--- config.mk ---
export PLATFORM = sky130hd
export DESIGN_NAME = fetch_stage
export DESIGN_NICKNAME = d
export VERILOG_FILES = /design/src/rtl/fetch_stage.sv
export SDC_FILE = /design/constraint.sdc
export NUM_CORES = 1
export LEC_CHECK = 0
export CORE_ASPECT_RATIO = 0.75
export CORE_MARGIN = 5
export CORE_UTILIZATION = 47
export CTS_CLUSTER_DIAMETER = 100
export DETAILED_ROUTE_END_ITERATION = 10
export GPL_ROUTABILITY_DRIVEN = 1
export PLACE_DENSITY = 0.76
export SLEW_MARGIN = 20
export SYNTH_ARGS = -nofsm -noshare
export SYNTH_HDL_FRONTEND = slang
export SYNTH_SLANG_ARGS = --single-unit
--- constraint.sdc ---
create_clock -name clk -period 6.4 [get_ports clk]
set_input_delay 0.64 -clock clk [delete_from_list [all_inputs] [get_ports clk]]
set_output_delay 0.64 -clock clk [all_outputs]
set_load 0.02 [all_outputs]
--- src/rtl/fetch_stage.sv ---
// Instruction fetch front end: word-aligned reads feed a halfword prefetch
// buffer, from which 16/32-bit (RVC) instructions are aligned and handed to decode.
module fetch_stage #(
    parameter logic [31:0] RESET_ADDR = 32'h0,
    parameter int          BUF_DEPTH  = 4
) (
    input  logic        clk,
    input  logic        rst,
    output logic        imem_valid,
    output logic [31:0] imem_addr,
    input  logic        imem_ready,
    input  logic [31:0] imem_rdata,
    input  logic        imem_error,
    input  logic        redirect,
    input  logic [31:0] redirect_addr,
    input  logic        stall,
    output logic        f_valid,
    output logic [31:0] f_pc,
    output logic [31:0] f_instr,
    output logic        f_exception,
    output logic [3:0]  f_ecause,
    output logic [31:0] f_etval
);
    localparam int CW = $clog2(BUF_DEPTH + 1);
    localparam int BW = 16 * BUF_DEPTH;

    typedef enum logic [1:0] {
        S_FETCH = 2'd0,
        S_WAIT  = 2'd1,
        S_FAULT = 2'd2
    } state_t;

    state_t        state_q, state_d;
    logic [31:0]   pc_q, pc_d;
    logic [31:0]   fetch_addr_q, fetch_addr_d;
    logic [31:0]   req_addr_q, req_addr_d;
    logic          req_valid_q, req_valid_d;
    logic [31:0]   fault_addr_q, fault_addr_d;
    logic          ecause_q, ecause_d;
    logic [CW-1:0] count_q, count_d;
    logic [BW-1:0] hw_q, hw_d;
    logic          drop_q, drop_d;
    logic          half_q, half_d;
    logic          redir_q, redir_d;

    logic          head_is32;
    logic          instr_avail;
    logic          show_fault;
    logic          consume;
    logic          resp;
    logic          outstanding;
    logic [CW-1:0] pop_n, push_n, keep_n;
    logic [BW-1:0] hw_kept, wdata;
    logic [31:0]   instr_word;

    // Buffer is a flat halfword shift register: head at bits [15:0], slots above count are zero.
    always_comb begin
        head_is32   = (hw_q[1:0] == 2'b11);
        instr_avail = head_is32 ? (count_q >= CW'(2)) : (count_q != '0);
        // Instructions fetched before the fault are delivered first; the fault then follows.
        show_fault  = (state_q == S_FAULT) && !instr_avail && !redir_q;
        instr_word  = head_is32 ? hw_q[31:0] : {16'h0, hw_q[15:0]};
        f_valid     = instr_avail || show_fault;
        f_exception = show_fault;
        f_ecause    = show_fault ? {3'b000, ecause_q} : 4'h0;
        f_etval     = show_fault ? fault_addr_q : 32'h0;
        f_pc        = instr_avail ? pc_q : f_etval;
        f_instr     = instr_avail ? instr_word : 32'h0;
        consume     = instr_avail && !stall && !redirect;
        imem_valid  = req_valid_q;
        imem_addr   = req_addr_q;
    end

    always_comb begin
        state_d      = state_q;
        pc_d         = pc_q;
        fetch_addr_d = fetch_addr_q;
        req_addr_d   = req_addr_q;
        req_valid_d  = req_valid_q;
        fault_addr_d = fault_addr_q;
        ecause_d     = ecause_q;
        drop_d       = drop_q;
        half_d       = half_q;
        redir_d      = redirect;
        resp         = req_valid_q && imem_ready;
        outstanding  = req_valid_q && !imem_ready;
        pop_n        = consume ? (head_is32 ? CW'(2) : CW'(1)) : '0;
        push_n       = '0;
        wdata        = '0;
        wdata[31:0]  = half_q ? {16'h0, imem_rdata[31:16]} : imem_rdata;

        if (consume) begin
            pc_d = pc_q + (head_is32 ? 32'd4 : 32'd2);
        end
        if (resp) begin
            req_valid_d = 1'b0;
        end

        case (state_q)
            S_FETCH: begin
                if (count_q <= CW'(BUF_DEPTH - 2)) begin
                    req_valid_d = 1'b1;
                    req_addr_d  = fetch_addr_q;
                    state_d     = S_WAIT;
                end
            end
            S_WAIT: begin
                if (resp) begin
                    state_d = S_FETCH;
                    if (drop_q) begin
                        drop_d = 1'b0;
                    end else if (imem_error) begin
                        state_d      = S_FAULT;
                        ecause_d     = 1'b1;
                        fault_addr_d = req_addr_q;
                    end else begin
                        push_n       = half_q ? CW'(1) : CW'(2);
                        half_d       = 1'b0;
                        fetch_addr_d = fetch_addr_q + 32'd4;
                    end
                end
            end
            default: ;
        endcase

        keep_n  = count_q - pop_n;
        hw_kept = hw_q >> {pop_n, 4'b0000};
        hw_d    = (push_n != '0) ? (hw_kept | (wdata << {keep_n, 4'b0000})) : hw_kept;
        count_d = keep_n + push_n;

        // A request already on the bus must still complete; its data is dropped via drop_q.
        if (redirect) begin
            pc_d         = redirect_addr;
            fetch_addr_d = {redirect_addr[31:2], 2'b00};
            count_d      = '0;
            hw_d         = '0;
            half_d       = redirect_addr[1];
            req_addr_d   = req_addr_q;
            req_valid_d  = outstanding;
            if (redirect_addr[0]) begin
                state_d      = S_FAULT;
                ecause_d     = 1'b0;
                fault_addr_d = redirect_addr;
                drop_d       = 1'b0;
            end else if (outstanding) begin
                state_d = S_WAIT;
                drop_d  = 1'b1;
            end else begin
                state_d = S_FETCH;
                drop_d  = 1'b0;
            end
        end
    end

    always_ff @(posedge clk or posedge rst) begin
        if (rst) begin
            state_q      <= S_FETCH;
            pc_q         <= RESET_ADDR;
            fetch_addr_q <= {RESET_ADDR[31:2], 2'b00};
            req_addr_q   <= 32'h0;
            req_valid_q  <= 1'b0;
            fault_addr_q <= 32'h0;
            ecause_q     <= 1'b0;
            count_q      <= '0;
            hw_q         <= '0;
            drop_q       <= 1'b0;
            half_q       <= RESET_ADDR[1];
            redir_q      <= 1'b0;
        end else begin
            state_q      <= state_d;
            pc_q         <= pc_d;
            fetch_addr_q <= fetch_addr_d;
            req_addr_q   <= req_addr_d;
            req_valid_q  <= req_valid_d;
            fault_addr_q <= fault_addr_d;
            ecause_q     <= ecause_d;
            count_q      <= count_d;
            hw_q         <= hw_d;
            drop_q       <= drop_d;
            half_q       <= half_d;
            redir_q      <= redir_d;
        end
    end
endmodule

# After elaboration in Yosys (flattened, before gate mapping)
# Index checks and enable logic that the tools add are counted.
# totals
regBits	202
in_bits	70
output_inout_bits	135
# classes
add_sub_neg	4
magnitude_cmp	2
n_eq_ne	7
shift	2
n_mux	59
n_bitwise	2
n_reduce_logical	23
# op_table
operator	n
two-way mux 32 bit	18
two-way mux 64 bit	2
OR 64 bit	1
<< shifter 32 x 7 -> 64 bit	1
>> shifter 64 x 6 -> 64 bit	1
adder 32 x 3 -> 32 bit	1
adder 32 x 3 -> 32 bit (second input constant)	1
two-way mux 2 bit	13
two-way mux 1 bit	23
nonzero test 3 bit	3
logical AND 1 bit	6
two-way mux 3 bit	2
!= test 3 bit (second input constant)	2
AND reduction 3 bit	2
nonzero test 2 bit	3
logical NOT 1 bit	5
equality test 2 bit (second input constant)	2
case mux 2 bit (2 select lines)	1
AND reduction 4 bit	1
adder 3 bit	1
greater-or-equal comparator 3 x 2 -> 1 bit (second input constant)	1
<= comparator 3 x 2 -> 1 bit (second input constant)	1
subtractor 3 x 2 -> 3 bit	1
equality test 2 x 1 -> 1 bit (second input constant)	1
6 further kinds	6

# Longest topological paths before layout
# logic_depth
ltp_word	10
mapped_depth	15
ltp_nobuf	9

# Least setup slack after synthesis
# No wires, ideal clock.
# synth_timing
path_type	reg-to-reg
startpoint	register count_q[1]
endpoint	register hw_q[38]
setup_ns	0.066
arrival_time_ns	3.211
required_ns	6.334
slack_ns	3.123
stages_incl_launch_ff	14
n_path_buf	4
period_less_slack_ns	3.277
cell_sequence	dfrtp_1 > nor2_1 > a21o_1 > buf_2 > buf_1 > nor3_1 > fa_1 > xor2_1 > nor4_2 > nand2b_1 > clkbuf_2 > nor3b_2 > buf_4 > a221o_1
# synth_via
elab_chain_cells	10
word_cells_on_any_way	12
cone_classes	add/sub (1); order compare (1); shift (2); mux (4); bitwise (1); reduce/logical (3)
# synth_rtl
item	line	rtl
from (decl)	40	logic [CW-1:0] count_q, count_d;
from (signal assigned)	177	count_q <= count_d;
greater-or-equal comparator 3 x 2 -> 1 bit or nonzero test 3 bit (tied branches)	59	instr_avail = head_is32 ? (count_q >= CW'(2)) : (count_q != '0);
two-way mux 1 bit	59	
logical AND 1 bit (2 in a row)	69	consume = instr_avail && !stall && !redirect;
two-way mux 2 bit	87	pop_n = consume ? (head_is32 ? CW'(2) : CW'(1)) : '0;
subtractor 3 x 2 -> 3 bit	126	keep_n = count_q - pop_n;
<< shifter 32 x 7 -> 64 bit	128	hw_d = (push_n != '0) ? (hw_kept | (wdata << {keep_n, 4'b0000})) : hw_kept;
OR 64 bit	128	
two-way mux 64 bit *	128	
two-way mux 64 bit *	132	if (redirect) begin
via hw_d[38]	41	logic [BW-1:0] hw_q, hw_d;
to (signal assigned)	178	hw_q <= hw_d;
to (decl)	41	
# Mark *: on every way through the listed nets, which the timed path passes. The rest lies on a longest branch.
# A chain may end at the register's enable or synchronous reset.

# Worst setup path after layout
# layout_timing
startpoint	register hw_q[0]
endpoint	register hw_q[32]
# layout_via
elab_chain_cells	10
word_cells_on_any_way	12
cone_classes	add/sub (1); eq/ne (1); shift (2); mux (5); bitwise (1); reduce/logical (2)
# layout_rtl
item	line	rtl
equality test 2 bit	58	head_is32 = (hw_q[1:0] == 2'b11);
two-way mux 1 bit	59	
logical AND 1 bit (2 in a row)	69	
two-way mux 2 bit	87	
subtractor 3 x 2 -> 3 bit	126	
<< shifter 32 x 7 -> 64 bit	128	
OR 64 bit	128	
two-way mux 64 bit *	128	
two-way mux 64 bit *	132	
via hw_d[32]	41	
# Marks and branches as above.

==> flow_summary.toml <==
[run_status]
status = "completed"

[setup_path]
crit_path_end_kind = "flip-flop"
crit_path_cell_trace = "and2_1, inv_2, nor3_1, fa_1, xor2_1, nor4_2, nand2b_1, nor3b_4, a221o_1"
startpoint_type = "flip-flop"
crit_required_ns = 6.77
worstSetupPathType = "flip-flop to flip-flop"
cp_max_fo = 43
cp.arrival_ns = 4.42
crit_buf_inv = 1
critPathTopFamily = "simple AND/OR/NAND/NOR gates"
r2r_setup_slack_ns = 2.35
worst_path_largest_cell_delay_ns = 0.85
cp_slowest_cell = "nor3b_4"

[sta]
fin_crit_ns = 4.05
clock_skew_ns = 0.0126
setup_viol = 0
rsz0062_at_grt = "no"
worst_slew_pin_slew_ns = 1.13
hold_viol_final = 0
fin_crit_sh_pct = 63.2
slew_headroom_pct = 24.1
max_freq_mhz = 247
slew_viol_final = 0
fin_setup_tns_ns = 0
layout_setup_ws_ns = 2.35

[final_layout]
multi_input_area_um2 = 5800
fin_area_um2 = 13900
final_common_cell = "clkdlybuf4s50_1"
nNetsFinal = 1406
ff_latch_area_um2 = 4960
instances_no_fill = 1645
n_fill_cell = 1996
layout_common_cells = "clkdlybuf4s50_1, dfrtp_1, nand2_1, mux2i_1, o21ai_0"
final_layout_size_suffix_gt1_share_pct = 8.49
syn_to_final_growth_pct = 25.1

[logic_synthesis]
synth-seq-cells = 198
syn_area_per_cell_um2 = 9.41
yosys_warnings = 0
postSynth.asyncResetShare_pct = 100
synthFlopType = "dfrtp_1"
yosysSeqAreaShare_pct = 44.5
synth_edf_count = 0
mappedNetlistArea_um2 = 11100
synth.distinct_cells = 62
synthCells = 1184

[floorplanning]
core_um2 = 23200
dieArea_um2 = 26900
pin_count = 205
die_h_um = 143
num_rows = 48
start_util_pct = 48.0
dieWidth_um = 188

[pwr]
total_power_mw = 3.40
p_leak_nw = 5.77
p_per_area_nw_per_um2 = 244
ir_worst_vdd_mv = 0.156

[placed_design]
dp_hpwl_mm = 22.0
placed_area_um2 = 13300
io_buffers = 199
gp_congestion = 0.858
post-place-cells = 1610
place_worst_setup_slack_ns = 1.97

[min_path]
min_path_type = "flip-flop to flip-flop"

[detailed_routing]
ant_nets = 0
via_per_inst = 5.91
wl_per_cell_um = 20.0
vias = 9725
drcViolationCount = 0
routed_wl_mm = 32.9
dr.pass1.iters = 6
drt_iter0_markers = 896

[global_routing]
gr-total-overflow = 0
grt_usage_pct = 24.0
grt_pass1_wl_mm = 52.2
grt_pass1_vias = 9431
grt_antenna_before_repair = 3
grt_max_degree = 133

[clock_network]
clk_path_buf_depth = 2
cts_buffers = 17
cts_setup_buffers = 0
clk_latency_ns = 0.44
holdBufCountCts = 0
htree_levels = 4
cts_tree = "yes"
cts.sinks = 198
cts_resized = 0
cts-root-buf = "clkbuf_16"
clkTransAtPathRegs_ns = 0.08

[job]
cap_violations = 0
-- worst reg2reg max path: stages, from the launching register on --
cell,delay (ns)
dfrtp_1,0.48
and2_1,0.22
inv_2,0.61
nor3_1,0.18
fa_1,0.44
xor2_1,0.19
nor4_2,0.24
nand2b_1,0.46
nor3b_4,0.86
a221o_1,0.30
-- per-layer routing --
layer	GRT usage, %	vias up	wire length (um)
met4	6.91	2	680
met5	0	-	11
met1	34.6	4690	14700
li1	-	4544	-
met3	5.15	55	2470
met2	37.1	434	15000
-- power breakdown --
group          leakage (nW)  total [mW]  switching, mW  internal [mW]
logic                  3.02       0.739          0.379          0.360
clock network         0.303        1.12          0.548          0.576
registers              2.45        1.54          0.150           1.39
-- layout make-up --
cell class	instances	area share [%]
flip-flops and latches	198	35.6
well taps	300	2.69
diodes	2	0.0359
multi-input cells	886	41.6
inverters	12	0.377
clock buffers	18	3.15
clock inverters	14	1.25
repair buffers	215	15.3
-- worst paths after layout --
path | start | to | depth (start not counted)
min | pc_q[0]$_DFFE_PP0P_ | pc_q[0]$_DFFE_PP0P_ | 1
max reg2reg | hw_q[0]$_DFF_PP0_ | hw_q[32]$_DFF_PP0_ | 9
max in group asynchronous | rst | hw_q[30]$_DFF_PP0_ | 3
min reg2reg | pc_q[0]$_DFFE_PP0P_ | pc_q[0]$_DFFE_PP0P_ | 1
min in group asynchronous | rst | fault_addr_q[29]$_DFF_PP0_ | 2
max | hw_q[0]$_DFF_PP0_ | hw_q[32]$_DFF_PP0_ | 9
-- cells by family (layout without fill, tap and decap cells) --
logic type	Yosys count	count (layout)	share of synthesized area [%]
AOI/OAI and AO/OA	287	287	17.5
xor gates and xnor gates	46	46	3.62
adders and majority gates	6	6	0.876
buffers and inverters	104	259	4.03
DFF	198	198	44.5
muxes	112	112	10.5
other	1	7	0.0337
and+or+nand+nor	430	430	18.9
-- cells in the mapped netlist (all sizes together), types with 22 or more instances --
master	number	area share, %
buf	33	1.6
xor2	30	2.4
clkbuf	59	2.0
mux2i	74	6.7
o21ai	72	3.2
a21oi	64	3.0
nor2	55	1.9
nand2	167	5.6
mux2	38	3.8
and3	55	3.1
nand3	45	2.0
a21o	32	2.2
dfrtp	198	44
and2	22	1.2
-- through the flow --
step | hold slack, ns | util, %
after global routing | 0.525 | 60.1
after detailed placement | 0.481 | 57.3
final | 0.496 | 60.1
after floorplan | 0.454 | -
after CTS | 0.498 | 59.9
after global placement | 0.473 | 57.3
-- state kept, by name, summed over array words and instances (netlist names) --
register      flops
hw_q             64
fault_addr_q     32
pc_q             32
fetch_addr_q     30
imem_addr        30
count_q           3
state_q           2
drop_q            1
ecause_q          1
half_q            1
imem_valid        1
redir_q           1
No activity file was read; power rests on OpenSTA's default activity.
